`src/rtl/piso_serializer.sv`:
```
// Parallel-in serial-out serializer: accepts one word per valid/ready handshake and
// shifts it out one bit per clock with a bit-valid qualifier and end-of-word marker.
module piso_serializer #(
  parameter int DATA_WIDTH = 10,
  parameter bit MSB_FIRST  = 1'b1
) (
  input  logic                  clk,
  input  logic                  reset,
  input  logic [DATA_WIDTH-1:0] par_i,
  input  logic                  valid_i,
  output logic                  ready_o,
  output logic                  x_o,
  output logic                  x_valid_o,
  output logic                  last_o
);

  localparam int CNT_W = $clog2(DATA_WIDTH);
  localparam logic [CNT_W-1:0] CNT_LAST = CNT_W'(DATA_WIDTH - 1);

  typedef enum logic {
    IDLE,
    SHIFT
  } state_t;

  state_t                  state_q;
  logic [CNT_W-1:0]        cnt_q;
  logic [CNT_W-1:0]        cnt_d;
  logic [DATA_WIDTH-1:0]   shreg_q;
  logic [DATA_WIDTH-1:0]   shreg_d;
  logic                    x_q;
  logic                    x_valid_q;
  logic                    last_q;
  logic                    accept;

  // Bit that goes on the wire first for a word held in the shift register.
  function automatic logic head_bit(input logic [DATA_WIDTH-1:0] w);
    return MSB_FIRST ? w[DATA_WIDTH-1] : w[0];
  endfunction

  function automatic logic [DATA_WIDTH-1:0] advance(input logic [DATA_WIDTH-1:0] w);
    return MSB_FIRST ? {w[DATA_WIDTH-2:0], 1'b0} : {1'b0, w[DATA_WIDTH-1:1]};
  endfunction

  assign ready_o   = (state_q == IDLE) | last_q;
  assign accept    = valid_i & ready_o;
  assign x_o       = x_q;
  assign x_valid_o = x_valid_q;
  assign last_o    = last_q;

  always_comb begin
    shreg_d = advance(shreg_q);
    cnt_d   = cnt_q + 1'b1;
  end

  always_ff @(posedge clk or negedge reset) begin
    if (!reset) begin
      state_q   <= IDLE;
      cnt_q     <= '0;
      shreg_q   <= '0;
      x_q       <= 1'b0;
      x_valid_q <= 1'b0;
      last_q    <= 1'b0;
    end else begin
      case (state_q)
        IDLE: begin
          if (accept) begin
            state_q   <= SHIFT;
            shreg_q   <= par_i;
            x_q       <= head_bit(par_i);
            x_valid_q <= 1'b1;
            cnt_q     <= '0;
            last_q    <= 1'b0;
          end
        end
        SHIFT: begin
          if (cnt_q == CNT_LAST) begin
            // Final bit on the wire: either chain the next word or fall back to idle.
            if (accept) begin
              shreg_q   <= par_i;
              x_q       <= head_bit(par_i);
              x_valid_q <= 1'b1;
              cnt_q     <= '0;
              last_q    <= 1'b0;
            end else begin
              state_q   <= IDLE;
              x_q       <= 1'b0;
              x_valid_q <= 1'b0;
              cnt_q     <= '0;
              last_q    <= 1'b0;
            end
          end else begin
            shreg_q <= shreg_d;
            x_q     <= head_bit(shreg_d);
            cnt_q   <= cnt_d;
            last_q  <= (cnt_d == CNT_LAST);
          end
        end
        default: begin
          state_q   <= IDLE;
          x_q       <= 1'b0;
          x_valid_q <= 1'b0;
          cnt_q     <= '0;
          last_q    <= 1'b0;
        end
      endcase
    end
  end

endmodule
```
`config.mk`:
```
export PLATFORM = sky130hd
export DESIGN_NAME = piso_serializer
export DESIGN_NICKNAME = d
export VERILOG_FILES = /design/src/rtl/piso_serializer.sv
export SDC_FILE = /design/constraint.sdc
export NUM_CORES = 1
export LEC_CHECK = 0
export CAP_MARGIN = 20
export CORE_AREA = 2 2 65 42
export DETAILED_ROUTE_END_ITERATION = 16
export DIE_AREA = 0 0 67 44
export SYNTH_ARGS = -nofsm -noshare
export SYNTH_HDL_FRONTEND = slang
export SYNTH_SLANG_ARGS = --single-unit
```
`constraint.sdc`:
```
create_clock -name clk -period 1.3 [get_ports clk]
set_input_delay 0.26 -clock clk [delete_from_list [all_inputs] [get_ports clk]]
set_output_delay 0.26 -clock clk [all_outputs]
set_load 0.005 [all_outputs]
```
==> results.cfg, run 1 <==
[timing]
hold_viol_final = 0
fmax_mhz = 810
finalClockSkew_ps = 4.21
tightest_slew_ps = 269
setup_tns_ps = 0
slew_viol_final = 0
maxSlewHeadroom_pct = 82.0
setup_viol = 0
fin_ws_ps = 65.7
rsz0062_at_grt = true
period_share_pct = 94.9
post-route-min-period_ps = 1230

[flow_run]
maxCapViolations = 0

[detailed_routing]
drt_iter0_drc = 99
via_per_inst = 5.24
post-route-drc-count = 0
wl_per_cell_um = 13.4
ant_nets = 0
dr.pass1.iters = 4
wirelength_um = 2140
num_vias = 839

[floorplanning]
dieArea_um2 = 2950
start_util_pct = 37.9
io_pins = 17
core_um2 = 2380
fp.dieW_um = 67
rows = 14
die_y_um = 44

[clocking]
cts_tree = built
cts_max_level = 1
clock_path_buffers = 2
numCtsBuffers = 3
cts_root_buf = clkbuf_8
clk_latency_ps = 250
clock-sinks = 17
clk_pin_slew_ps = 70

[pwr]
ir_drop_v = 0.00110
leakagePower_uw = 0.000529
p_per_area_nw_per_um2 = 2100
power_uw = 2570

[logic_synthesis]
async_flop_share_pct = 100
yosysSeqAreaShare_pct = 47.2
ys_warn_count = 0
ys.flop_type = dfrtp_1
syn-num-nets = 114
synthCells = 101
avgSynthCellArea_um2 = 8.93
synth_edf_count = 0
ys_seq_elements = 17
synth.cell_area_um2 = 902
yosysUniqueCellTypes = 29

[critical_path]
slowest_stage = dfrtp_1
crit_buf_inv = 3
end_kind = flip-flop
critPathKind = reg2reg
crit_family = buffers and inverters
crit_required_ps = 1430
cp-start-kind = flip-flop
crit_chain = buf_4, inv_1, buf_4, nor3_1, a31oi_1
max_stage_delay_ps = 350
cp_common_cell = buf_4
path_max_fanout = 12
crit_arrival_ps = 1370

[placed_design]
dp_hpwl_um = 1440
portBuffers = 16
place_ws_ps = -135
placed_area_um2 = 1150
gp_congestion = 0.776

[global_routing]
grt_pass1_vias = 746
track_usage_pct = 16.6
grt_first_pass_wirelength_um = 3530
overflow = 0
grt_max_degree = 18
antenna_found_initial = 0

[layout]
fillers = 234
areaGrowthSynthToFinish_pct = 35.6
drive_above_1_share_pct = 18.8
antenna_cells = 0
fin_util_pct = 51.4
fin_area_um2 = 1220
final_nets = 142

[run_status]
status = finished, final reports clean

[worst_hold_path]
hold_class = in2async
## state kept, by name (all words and copies together), names as in the netlist
signal,cells
x_o,1
x_valid_o,1
shreg_q,9
last_o,1
state_q,1
cnt_q,4
## worst paths after layout
check	slack, ps	from	end	cells after the start
max	70	state_q	shreg_q[7]	5
min	330	reset	shreg_q[4]	2
max reg2reg	70	state_q	shreg_q[7]	5
min reg2reg	540	shreg_q[2]	shreg_q[3]	2
max in group asynchronous	780	reset	cnt_q[2]	2
min in group clk	540	shreg_q[2]	shreg_q[3]	2
## cells in the final DEF, fill, tap and decap left out, types with 3 or more instances in the layout
master | Yosys | layout
a31oi_1 | 9 | 9
nand2_1 | 3 | 3
nand2b_1 | 6 | 6
o21ai_0 | 13 | 13
clkdlybuf4s50_1 | 0 | 11
clkbuf_8 | 0 | 3
inv_1 | 4 | 3
dfrtp_1 | 17 | 17
nand3_1 | 11 | 11
nor2_1 | 3 | 3
nor3_1 | 8 | 8
buf_4 | 1 | 15
## kinds of logic after synthesis
group	share of synthesized area [%]
DFF	47.2
and+or+nand+nor	23.0
buffers and inverters	7.63
AOI/OAI and AO/OA	22.2
## power breakdown
| part | internal (uW) | total (uW) | leakage (uW) | switching, uW |
|---|---|---|---|---|
| Combinational | 646 | 1300 | 0.000302 | 656 |
| Clock | 218 | 400 | 0.0000228 | 182 |
| Sequential | 761 | 863 | 0.000204 | 102 |
| Total | 1620 | 2570 | 0.000529 | 941 |
## what timing repair did
item / CTS / global route
setup endpoints to repair: 4 / 3
cloned: 0 / 1
buffers inserted: 2 / 0
hold buffers: 0 / 0
gates resized for setup: 5 / 6
## metal layers
metal  up-vias  part of all wire, %  routed length, um  track usage [%]
met5         -                    0                  0                0
met2        25                   41                881             22.8
met4         0                 0.98                 21             6.12
met3         2                  6.7                144             6.49
met1       392                   51               1090             23.6
li1        420                    -                  -                -
## final cells by class
cell class | instances | area, um2 | share of cell area (%)
repair inverters | 1 | 5.00 | 0.409
repair buffers | 32 | 279 | 22.8
well taps | 32 | 40.0 | 3.27
inverters | 4 | 18.8 | 1.53
multi-input cells | 70 | 410 | 33.5
clock buffers | 4 | 45.0 | 3.68
flip-flops and latches | 17 | 425 | 34.8
## Yosys cell counts, types with 2 or more instances
cell	count	area share [%]
nand3_1	11	6.1
nor2_1	3	1.2
inv_1	4	1.7
a21oi_1	2	1.1
a31oi_1	9	6.2
dfrtp_1	17	47
nor3_1	8	4.4
buf_2	4	2.2
o21ai_0	13	7.2
nand2_1	3	1.2
nand2b_1	6	4.2
clkbuf_1	4	1.7
## metrics by stage
| stage | cells | hold slack, ps |
|---|---|---|
| floorplan | 101 | -35.6 |
| CTS | 159 | 331 |
| global route | 160 | 332 |
| detailed placement | 153 | 539 |
| finish | 160 | 328 |
| global placement | 153 | 536 |
Note: power is estimated with default switching activity, not from simulation.
==> inputs of run 2 (changes only) <==
CAP_MARGIN = default   (was 20)
CORE_AREA = 5 5 68 45   (was 2 2 65 42)
DIE_AREA = 0 0 73 50   (was 0 0 67 44)
==> results.cfg, run 2 (synthesis gave the netlist of run 1 again) <==
[floorplanning]
io_pins = 17
fp.dieW_um = 73
dieArea_um2 = 3650
start_util_pct = 37.9
die_y_um = 50
core_um2 = 2380
rows = 14

[run_status]
status = finished, final reports clean

[layout]
instances_no_fill = 161
drive_above_1_share_pct = 17.8
reg_top3 = shreg_q x9, cnt_q x4
final_cell_mix = 17 x dfrtp_1, 16 x buf_4, 12 x o21ai_0, 12 x clkdlybuf4s50_1, 11 x nand3_1
areaGrowthSynthToFinish_pct = 36.2
final_common_cell = dfrtp_1
final_nets = 143
fin_util_pct = 51.6
regMostFlops = shreg_q
largest_reg_flops = 9
antenna_cells = 0

[timing]
hold_viol_final = 0
tightest_slew_ps = 374
fmax_mhz = 807
finalClockSkew_ps = 1.25
setup_viol = 0
post-route-min-period_ps = 1240
setup_tns_ps = 0
maxSlewHeadroom_pct = 75.0
slew_viol_final = 0
period_share_pct = 95.3
fin_worst_hold_slack_ps = 323
rsz0062_at_grt = false

[clocking]
clock_path_buffers = 2
numCtsBuffers = 3
cts_max_level = 1
clk_pin_slew_ps = 60
clk_latency_ps = 250
cts_tree = built
cts_root_buf = clkbuf_8
clock-sinks = 17

[detailed_routing]
num_vias = 862
drt_iter0_drc = 44
dr.pass1.iters = 4
ant_nets = 0
post-route-drc-count = 0
via_per_inst = 5.35
wirelength_um = 2150
wl_per_cell_um = 13.4

[critical_path]
cp-start-kind = flip-flop
crit_required_ps = 1040
crit_arrival_ps = 980
critPathKind = reg2out
end_kind = output port
path_max_fanout = 2

[pwr]
ir_drop_v = 0.000965
p_per_area_nw_per_um2 = 2130
power_uw = 2620
leakagePower_uw = 0.000533

[global_routing]
grt_max_degree = 18
grt_first_pass_wirelength_um = 3510
antenna_found_initial = 0
track_usage_pct = 12.6
grt_pass1_vias = 764
overflow = 0

[placed_design]
dp_hpwl_um = 1600
gp_congestion = 0.697
portBuffers = 16
post-place-cells = 154

[worst_hold_path]
hold_class = in2async

[flow_run]
maxCapViolations = 0
## run 2: timing repair
action	CTS	global route
buffers inserted	3	0
setup endpoints to repair	4	4
gates resized for setup	6	4
cloned	0	0
pin swaps	0	0
hold buffers	0	0
## run 2: area by class of cell
class | count | area (um2)
clock buffers | 4 | 45.0
fillers | 247 | 1150
inverters | 4 | 15.0
multi-input cells | 70 | 408
flip-flops and latches | 17 | 425
well taps | 32 | 40.0
repair buffers | 34 | 295
## run 2: worst paths after layout
path	startpoint	to	slack, ps	cells past startpoint
setup reg to reg	cnt_q[2]	cnt_q[1]	80	4
hold / removal	reset	shreg_q[0]	320	2
max in group asynchronous	reset	x_o	790	2
min in group clk	shreg_q[2]	shreg_q[3]	560	2
hold reg to reg	shreg_q[2]	shreg_q[3]	560	2
setup / recovery	last_o	ready_o	60	3
## run 2: stage by stage
stage / instance area, um2 / worst slack [ps]
final: 1230 / 60.8
after global routing: 1230 / 2.66
after CTS: 1230 / -48.4
after detailed placement: 1160 / -141
after global placement: 1160 / -103
after floorplan: 902 / 62.7
## run 2: per-layer routing
| layer | vias to the layer above | track usage (%) | routed length (um) |
|---|---|---|---|
| li1 | 419 | - | - |
| met1 | 410 | 17.7 | 1000 |
| met2 | 29 | 17.1 | 955 |
| met3 | 4 | 4.67 | 162 |
| met4 | 0 | 4.60 | 34 |
| met5 | - | 0 | 0 |
## run 2: worst max-delay path, stage by stage (launching register included)
cell and delay [ps]:
dfrtp_1 390, nor2b_1 160, inv_1 70, clkbuf_2 110
## run 2: report_power, final
part           leakage [uW]  internal [uW]  switching [uW]
combinational      0.000306            680             668
clock             0.0000228            218             179
sequential         0.000204            762             108
==> inputs of run 3 (changes only) <==
REMOVE_ABC_BUFFERS = 1   (was default)
==> results.cfg, run 3 (synthesis gave the netlist of run 1 again) <==
[clocking]
clk_latency_ps = 260
cts_tree = built
cts_root_buf = clkbuf_8
numCtsBuffers = 3
clk_pin_slew_ps = 70
clock_path_buffers = 2
clock-sinks = 17
cts_max_level = 1

[layout]
areaGrowthSynthToFinish_pct = 38.6
final_cell_mix = 17 x dfrtp_1, 15 x buf_4, 13 x o21ai_0
seqCellArea_um2 = 425
antenna_cells = 0
final_nets = 143
multi_input_area_um2 = 415
reg_top3 = shreg_q x9, cnt_q x4
drive_above_1_share_pct = 20.2
instances_no_fill = 161
largest_reg_flops = 9
regMostFlops = shreg_q
fillers = 226
final_common_cell = dfrtp_1

[detailed_routing]
via_per_inst = 5.36
wl_per_cell_um = 14.1
ant_nets = 0
dr.pass1.iters = 4
wirelength_um = 2270
drt_iter0_drc = 68
num_vias = 863
post-route-drc-count = 0

[floorplanning]
start_util_pct = 37.9
die_y_um = 50
dieArea_um2 = 3650
fp.dieW_um = 73
io_pins = 17
core_um2 = 2380
rows = 14

[run_status]
status = finished, final reports clean

[critical_path]
path_max_fanout = 3
end_kind = output port
reg2regPathDepth = 4
crit_arrival_ps = 970
crit_required_ps = 1040
cp-start-kind = flip-flop
critPathKind = reg2out

[placed_design]
gp_congestion = 0.750
dp_hpwl_um = 1610
post-place-cells = 154
place_ws_ps = -134
portBuffers = 16

[timing]
hold_viol_final = 0
finalClockSkew_ps = 6.27
rsz0062_at_grt = true
setup_viol = 0
tightest_slew_ps = 400
maxSlewHeadroom_pct = 73.3
setup_tns_ps = 0
fin_ws_ps = 71.2
fmax_mhz = 814
slew_viol_final = 0
fin_worst_hold_slack_ps = 321
period_share_pct = 94.5
post-route-min-period_ps = 1230

[global_routing]
track_usage_pct = 13.4
antenna_found_initial = 0
use_met3_pct = 5.27
gr-usage-met1_pct = 19.1
grt_max_degree = 18
grt_first_pass_wirelength_um = 3770
grt.busiest_layer = met1
overflow = 0
met2_usage_pct = 18.2
grt_pass1_vias = 783

[pwr]
leakagePower_uw = 0.000543
p_per_area_nw_per_um2 = 2130
ir_drop_v = 0.000874

[worst_hold_path]
hold_class = in2async

[flow_run]
maxCapViolations = 0
run 3: final cells by class:
| type | instances | share of cell area (%) |
|---|---|---|
| Multi-Input combinational cell | 70 | 33.2 |
| Sequential cell | 17 | 34.0 |
| Clock buffer | 3 | 3.30 |
| Clock inverter | 1 | 0.400 |
| Inverter | 4 | 1.20 |
| Timing Repair Buffer | 34 | 24.6 |
| Tap cell | 32 | 3.20 |
run 3: what timing repair did:
action,CTS,global route
hold buffers,0,0
hold endpoints to repair,0,0
resized for setup,5,6
setup buffers,2,1
setup endpoints to repair,4,4
run 3: per-layer routing:
metal | part of all wire, % | wire length [um]
met1 | 51 | 1160
met2 | 43 | 979
met3 | 4.8 | 109
met4 | 0.93 | 21
met5 | 0 | 0
run 3: power breakdown:
part           leakage, uW  switching [uW]  internal, uW
clock            0.0000255             188           213
sequential        0.000204             111           761
combinational     0.000313             693           700
total             0.000543             993          1670
run 3: final timing paths:
path	startpoint	to	slack (ps)
setup / recovery	last_o	last_o	70
hold / removal	reset	shreg_q[7]	320
setup reg to reg	cnt_q[1]	state_q	90
hold reg to reg	shreg_q[6]	shreg_q[7]	540
max in group asynchronous	reset	shreg_q[0]	790
min in group clk	shreg_q[6]	shreg_q[7]	540
run 3: metrics by stage:
step / area (um2) / util [%] / power, uW
after floorplan: 848 / - / 1580
after global placement: 1170 / 49.3 / 2200
after detailed placement: 1170 / 49.3 / 2240
after CTS: 1230 / 51.7 / 2650
after global routing: 1250 / 52.5 / 2890
final: 1250 / 52.5 / 2670
run 3: worst max-delay path: stages, from the launching register on:
cell and delay [ps]:
dfrtp_1 400, buf_6 130, clkdlybuf4s15_1 190
